==> config.mk <==
export PLATFORM = sky130hd
export DESIGN_NAME = apb_uart_host_arb
export DESIGN_NICKNAME = d
export VERILOG_FILES = /design/src/rtl/apb_uart_host_arb_pkg.sv /design/src/rtl/apb_uart_host_arb_rr_arb.sv /design/src/rtl/apb_uart_host_arb.sv
export SDC_FILE = /design/constraint.sdc
export NUM_CORES = 1
export LEC_CHECK = 0
export ABC_AREA = 1
export CORE_MARGIN = 2
export CORE_UTILIZATION = 37
export DETAILED_ROUTE_END_ITERATION = 7
export GPL_ROUTABILITY_DRIVEN = 0
export GPL_TIMING_DRIVEN = 1
export PLACE_DENSITY = 0.86
export SYNTH_ARGS = -nofsm -noshare
export SYNTH_HDL_FRONTEND = slang
export SYNTH_HIERARCHICAL = 1
export SYNTH_SLANG_ARGS = --single-unit
==> constraint.sdc <==
create_clock -name pclk -period 3.8 [get_ports pclk]
set_input_delay 0.38 -clock pclk [delete_from_list [all_inputs] [get_ports pclk]]
set_output_delay 0.38 -clock pclk [all_outputs]
set_load 0.02 [all_outputs]
==> src/rtl/apb_uart_host_arb_pkg.sv <==
// Shared definitions for the APB host-side arbiter of the UART register block.
package apb_uart_host_arb_pkg;

  localparam int unsigned APB_ADDR_WIDTH = 12;
  localparam int unsigned APB_DATA_WIDTH = 32;
  localparam int unsigned HARB_NREQ_MAX  = 4;

  typedef enum logic [1:0] {
    HARB_IDLE   = 2'd0,
    HARB_SETUP  = 2'd1,
    HARB_ACCESS = 2'd2
  } harb_state_e;

  function automatic int unsigned idx_width(input int unsigned n);
    return (n > 1) ? $clog2(n) : 1;
  endfunction

endpackage

==> src/rtl/apb_uart_host_arb_rr_arb.sv <==
// Combinational round-robin picker: nearest requester after last_owner wins.
module apb_rr_arb
  import apb_uart_host_arb_pkg::*;
#(
  parameter int unsigned NREQ  = 2,
  parameter int unsigned IDX_W = idx_width(NREQ)
) (
  input  logic [NREQ-1:0]  req_masked,
  input  logic [IDX_W-1:0] last_owner,
  output logic [NREQ-1:0]  win,
  output logic [IDX_W-1:0] win_idx
);

  logic [IDX_W-1:0] cand;

  // Scan farthest-first so the closest candidate overwrites and ends up winning.
  always_comb begin
    win     = '0;
    win_idx = '0;
    cand    = '0;
    for (int unsigned k = NREQ; k >= 1; k--) begin
      cand = IDX_W'((32'(last_owner) + k) % NREQ);
      if (req_masked[cand]) begin
        win       = '0;
        win[cand] = 1'b1;
        win_idx   = cand;
      end
    end
  end

endmodule

==> src/rtl/apb_uart_host_arb.sv <==
// Round-robin APB master sharing the UART register block's slave port among NREQ requesters.
module apb_uart_host_arb
  import apb_uart_host_arb_pkg::*;
#(
  parameter int unsigned NREQ   = 2,
  parameter int unsigned ADDR_W = APB_ADDR_WIDTH,
  parameter int unsigned DATA_W = APB_DATA_WIDTH
) (
  input  logic                     pclk,
  input  logic                     presetn,
  input  logic [NREQ-1:0]          req,
  input  logic [NREQ-1:0]          req_write,
  input  logic [NREQ*ADDR_W-1:0]   req_addr,
  input  logic [NREQ*DATA_W-1:0]   req_wdata,
  output logic [NREQ-1:0]          ack,
  output logic [DATA_W-1:0]        rdata,
  output logic [NREQ-1:0]          grant,
  output logic                     psel,
  output logic                     penable,
  output logic                     pwrite,
  output logic [ADDR_W-1:0]        paddr,
  output logic [DATA_W-1:0]        pwdata,
  input  logic [DATA_W-1:0]        prdata
);

  localparam int unsigned IDX_W = idx_width(NREQ);

  harb_state_e      state, state_nxt;
  logic [IDX_W-1:0] last_owner;
  logic [NREQ-1:0]  req_masked, win;
  logic [IDX_W-1:0] win_idx;
  logic             load;

  assign ack   = (state == HARB_ACCESS) ? grant : '0;
  assign rdata = prdata;

  // The owner's req is still high on the edge that acks it; it must not re-win there.
  assign req_masked = req & ~ack;
  assign load       = ((state == HARB_IDLE) || (state == HARB_ACCESS)) && (|win);

  apb_rr_arb #(
    .NREQ  (NREQ),
    .IDX_W (IDX_W)
  ) u_rr_arb (
    .req_masked (req_masked),
    .last_owner (last_owner),
    .win        (win),
    .win_idx    (win_idx)
  );

  always_comb begin
    state_nxt = state;
    case (state)
      HARB_IDLE:   if (load) state_nxt = HARB_SETUP;
      HARB_SETUP:  state_nxt = HARB_ACCESS;
      HARB_ACCESS: state_nxt = load ? HARB_SETUP : HARB_IDLE;
      default:     state_nxt = HARB_IDLE;
    endcase
  end

  always_ff @(posedge pclk or negedge presetn) begin
    if (!presetn) begin
      state      <= HARB_IDLE;
      psel       <= 1'b0;
      penable    <= 1'b0;
      pwrite     <= 1'b0;
      paddr      <= '0;
      pwdata     <= '0;
      grant      <= '0;
      last_owner <= IDX_W'(NREQ - 1);
    end else begin
      state   <= state_nxt;
      psel    <= (state_nxt != HARB_IDLE);
      penable <= (state_nxt == HARB_ACCESS);
      if (load) begin
        grant      <= win;
        last_owner <= win_idx;
        pwrite     <= req_write[win_idx];
        paddr      <= req_addr[win_idx*ADDR_W +: ADDR_W];
        pwdata     <= req_wdata[win_idx*DATA_W +: DATA_W];
      end else if (state == HARB_ACCESS) begin
        grant <= '0;
      end
    end
  end

endmodule

; Word level (Yosys, flattened, before mapping)
; Cells that the tools add are included.
[word_totals]
out_inout_bits = 83
input_bits = 126
reg_bits = 52
word_cells = 51
[classes]
n_mul = 1
n_bitwise = 2
add_sub_neg = 2
n_eq_ne = 3
order_cmp = 5
mux = 20
n_reduce_logical = 8
shifts = 2
[ops]
columns = cell, count
row1 = $shiftx A64 B7 Y32, 1
row2 = $shiftx A24 B6 Y12, 1
row3 = $mux W2, 6
row4 = $mux W1, 11
row5 = $lt A1 B2 Y1 const B, 3
row6 = $pmux W2 S3, 1
row7 = $eq A2 B2 Y1 const B, 2
row8 = $reduce_bool A2 Y1, 2
row9 = $logic_and A1 B1 Y1, 3
row10 = $mul A1 B2 Y3 const B, 1
row11 = $add A1 B1 Y1 const B, 2
row12 = $and A2 B2 Y2, 1
row13 = $demux W1 S1, 2
row14 = $eq A2 B1 Y1 const B, 1
row15 = $ge A1 B1 Y1 const B, 2
row16 = $logic_not A2 Y1, 1
row17 = $not A2 Y2, 1
row18 = $reduce_or A2 Y1, 1
row19 = $logic_or A1 B1 Y1, 1

; Logic depth before layout (Yosys ltp)
[depth]
ltp_word = 13
depth_mapped = 13
ltp_nobuf = 11

; By module
; Netlist, hierarchy kept.
[by_module_without_submodules]
columns = mod, n_inst, area_each_um2, cells_per_inst, seq_area_each_um2
row1 = apb_uart_host_arb, 1, 2819.0, 396, 1277.5
row2 = apb_rr_arb, 1, 27.5, 6, 0.0

; Least setup slack after synthesis
; No wires, ideal clock.
[synth_timing]
path_kind = flip-flop to flip-flop
startpoint = register penable (netlist name)
endpoint = register psel
path_buffers = 3
setup_time_ns = 0.134
t_arrival_ns = 1.553
t_required_ns = 3.666
path_stages_with_launch = 11
period_less_slack_ns = 1.687
path_slack_ns = 2.113
path_cell_list = dfrtp_1 nand2_1 o21ai_0 inv_1 inv_1 a21oi_1 buf_4 o21ai_2 buf_4 buf_6 o21ai_0
[synth_rtl]
columns = element, line_no
row1 = "end signal, assigned", apb_uart_host_arb.sv:73  ; psel <= (state_nxt != HARB_IDLE);
row2 = "end, declared", apb_uart_host_arb.sv:18  ; output logic psel,

; Final worst setup path
[layout_timing]
startpoint = register state[0]
endpoint = register pwrite
[layout_via]
elab_chain_len = 10
word_cells_on_any_way = 18
classes_between = 1 x eq/ne / 11 x mux / 2 x bitwise / 4 x reduce/logical
[layout_rtl]
columns = element, line_no
row1 = "start, declared", apb_uart_host_arb.sv:28  ; harb_state_e state, state_nxt;
row2 = "start signal, assigned", apb_uart_host_arb.sv:72  ; state <= state_nxt;
row3 = $eq A2 B2 Y1 (*), apb_uart_host_arb.sv:34  ; assign ack = (state == HARB_ACCESS) ? grant : '0;
row4 = $mux W2 (*), apb_uart_host_arb.sv:34
row5 = $not A2 Y2 (*), apb_uart_host_arb.sv:38  ; assign req_masked = req & ~ack;
row6 = $and A2 B2 Y2 (*), apb_uart_host_arb.sv:38
row7 = via req_masked[0], apb_uart_host_arb.sv:30  ; logic [NREQ-1:0] req_masked, win;
row8 = $mux W1 (implied by the code) (2 in series), apb_uart_host_arb_rr_arb.sv:23  ; if (req_masked[cand]) begin
row9 = $mux W1, apb_uart_host_arb_rr_arb.sv:23
row10 = $mux W1 (*), apb_uart_host_arb_rr_arb.sv:23
row11 = via win_idx, apb_uart_host_arb.sv:31  ; logic [IDX_W-1:0] win_idx;
row12 = $mux W1 (implied by the code) (*) (2 in series), apb_uart_host_arb.sv:78  ; pwrite <= req_write[win_idx];
row13 = "end signal, assigned", apb_uart_host_arb.sv:78
row14 = "end, declared", apb_uart_host_arb.sv:20  ; output logic pwrite,
; The timed path passes the listed nets; every way through them passes the cells marked *. The select of a mux whose other input is x is not followed.
; A chain may end at the register's enable or synchronous reset.

==> results.ini <==
[global_route]
grt_pass1_vias=2474
grt_pass1_wl_mm=11.3
grt_util_all_layers_pct=16.3
antenna_found_initial=0
grt_max_degree=52
grt_overflow_total=0

[drt]
finalWirelength_mm=6.75
drc_errors=0
wl_per_cell_um=11.2
dr_total_vias=2626
viasPerCell=4.36
drtAntennaViolNets=0
drtPass1Iterations=4
drt_iter0_markers=118

[clocking]
clock-root-buffer=clkbuf_8
cts_buffers=5
cts_sinks=51
clk_pin_slew_worst_paths_ps=90
cts_setup_buffers=0
cts_htree_levels=2
clock_path_buffers=2
cts_resized=0
tritoncts=yes
clk_latency_ps=290
postCtsHoldBufs=0

[floorplan]
ioPinCount=209
die_w_um=91.7
dieArea_mm2=0.00841
start_util_pct=38.6
chipHeight_um=91.7
rows=31
core_area_mm2=0.00737

[timing]
period_needed_ps=2800
maxSlewHeadroom_pct=22.6
fmax_mhz=357
post-route-period-util_pct=73.8
rsz0062_at_grt=no
setup_tns_ps=0
finalHoldViolCount=0
slew_violations=0
finalClockSkew_ps=7.66
tightest_slew_ps=1160
timing.hold.ws_ps=276
setup_viol=0

[logic_synthesis]
yosysUniqueCellTypes=15
synth-simple-area-share_pct=26.1
synth-edff-count=0
ys.flop_type=dfrtp_1
ys_ff_latch=51
synthCells=402
synth_fa_ha_area_share_pct=0
synth_seq_area_share_pct=44.9
syn_area_mm2=0.00285
synthMuxAreaShare_pct=0
synth_nets=528
yosysWarnings=6
synth-xor-area-share_pct=0
synth_compound_area_share_pct=8.92
synth_top_family_by_area=simple AND/OR/NAND/NOR gates
syn_avg_cell_area_um2=7.08
synthArstFlopShare_pct=100

[final_layout]
drive_gt1_share_pct=2.58
syn2layout_area_growth_pct=45.5
diodes=0
stdcell_area_mm2=0.00414
fin_cells=602
nets=628

[setup_path]
path_max_fanout=50
startpoint_type=register
end_kind=register
ff2ff_path_depth=10
r2r_start=state[0]
startpoint=state[0]
cp.arrival_ps=3040
criticalPathCategory=register to register
endpoint=pwrite
worst_ep_required_time_ps=4040
r2r_slack_ps=1000
rr_endpoint=pwrite

[power]
combPwrFrac_pct=57.1
switching_share_pct=43.0
leakagePower_nw=2.09
internal_power_mw=1.68
switchingPower_mw=1.26
power.density_mw_per_mm2=710
clkPwrFrac_pct=10.0
finalPower_mw=2.94
ir_drop_mv=0.362
p_seq_share_pct=32.9

[hold_path]
hp-class=primary input to asynchronous set/reset pin

[placed_design]
io_buffers=144
dp.cells=594
dpl.hpwl_mm=4.91
place_area_mm2=0.00406

[outcome]
outcome=finished, final reports clean

[job]
maxCapViolCount=0

-- synthesized netlist by cell type, types with 2 or more instances --
| master | count | share of area [%] |
|---|---|---|
| nand2_1 | 192 | 25 |
| dfrtp_1 | 50 | 44 |
| inv_1 | 50 | 6.6 |
| o21ai_0 | 39 | 6.9 |
| buf_4 | 34 | 9.0 |
| buf_2 | 11 | 1.9 |
| o21ai_1 | 9 | 1.6 |
| buf_6 | 5 | 2.0 |
| clkbuf_2 | 3 | 0.53 |
| nor2_1 | 3 | 0.40 |
| nand3_1 | 2 | 0.35 |
-- cell type report --
class,instances,area (um2)
Sequential cell,51,1280
Multi-Input combinational cell,247,1010
Clock buffer,7,76.3
Clock inverter,1,5.00
Timing Repair Buffer,146,1450
Tap cell,99,124
Fill cell,683,3230
Inverter,51,191
-- per-layer routing --
metal | share of wire [%] | vias up | GRT usage [%]
li1 | - | 1357 | -
met1 | 40 | 1154 | 18.4
met2 | 51 | 101 | 29.9
met3 | 7.9 | 14 | 4.93
met4 | 1.2 | 0 | 3.73
met5 | 0 | - | 0
-- critical path: stages, from the launching register on --
cell     delay [ps]
dfrtp_1         380
inv_2           120
nand2_1         170
o21ai_0         190
inv_1           120
a21oi_4         860
nand2_1         160
nand2_1         130
buf_4           410
nand2_1         120
nand2_1          80
-- state kept, by name, summed over array words and instances (netlist names) --
register    cells
pwdata         32
state           1
paddr          12
pwrite          1
grant           2
last_owner      1
penable         1
psel            1
-- worst min path at each step --
stage	from	end	slack, ps	cells past startpoint
6_report	presetn	paddr[4]	280	1
5_1_grt	presetn	pwrite	390	1
4_1_cts	presetn	paddr[7]	330	1
3_5_place_dp	pwdata[10]	pwdata[10]	460	2
3_3_place_gp	penable	penable	460	1
2_1_floorplan	presetn	grant[0]	80	0
-- power groups by stage --
stage          sequential, mW  combinational, mW  clock (mW)
6_report                0.969               1.68       0.294
5_1_grt                  1.00               1.85       0.331
4_1_cts                 0.970               1.71       0.310
3_5_place_dp            0.973               1.70           0
3_3_place_gp            0.966               1.67           0
2_1_floorplan            1.27              0.732           0
-- cells in the final DEF (no fill, tap or decap) --
cell type and count:
buf_2 1, o21ai_1 9, dfrtp_1 50, a21oi_4 1
clkdlybuf4s50_1 143, o21ai_0 39, buf_4 2, clkinv_2 1
o21ai_4 1, nand3_1 2, nor2_1 3, clkbuf_1 2
inv_2 1, inv_1 50, nand2_1 192, dfstp_2 1
clkbuf_8 5
-- through the flow --
| stage | utilization (%) | worst slack [ps] |
|---|---|---|
| after floorplan | - | 2110 |
| after detailed placement | 55.1 | 988 |
| final | 56.2 | 995 |
| after global routing | 56.2 | 649 |
| after global placement | 55.1 | 1050 |
| after CTS | 56.2 | 979 |
-- kinds of logic after synthesis --
kind of cell / after synthesis
buffers and inverters: 104
AOI/OAI and AO/OA: 50
and+or+nand+nor: 197
DFF: 51
Note: power is estimated with default switching activity, not from simulation.
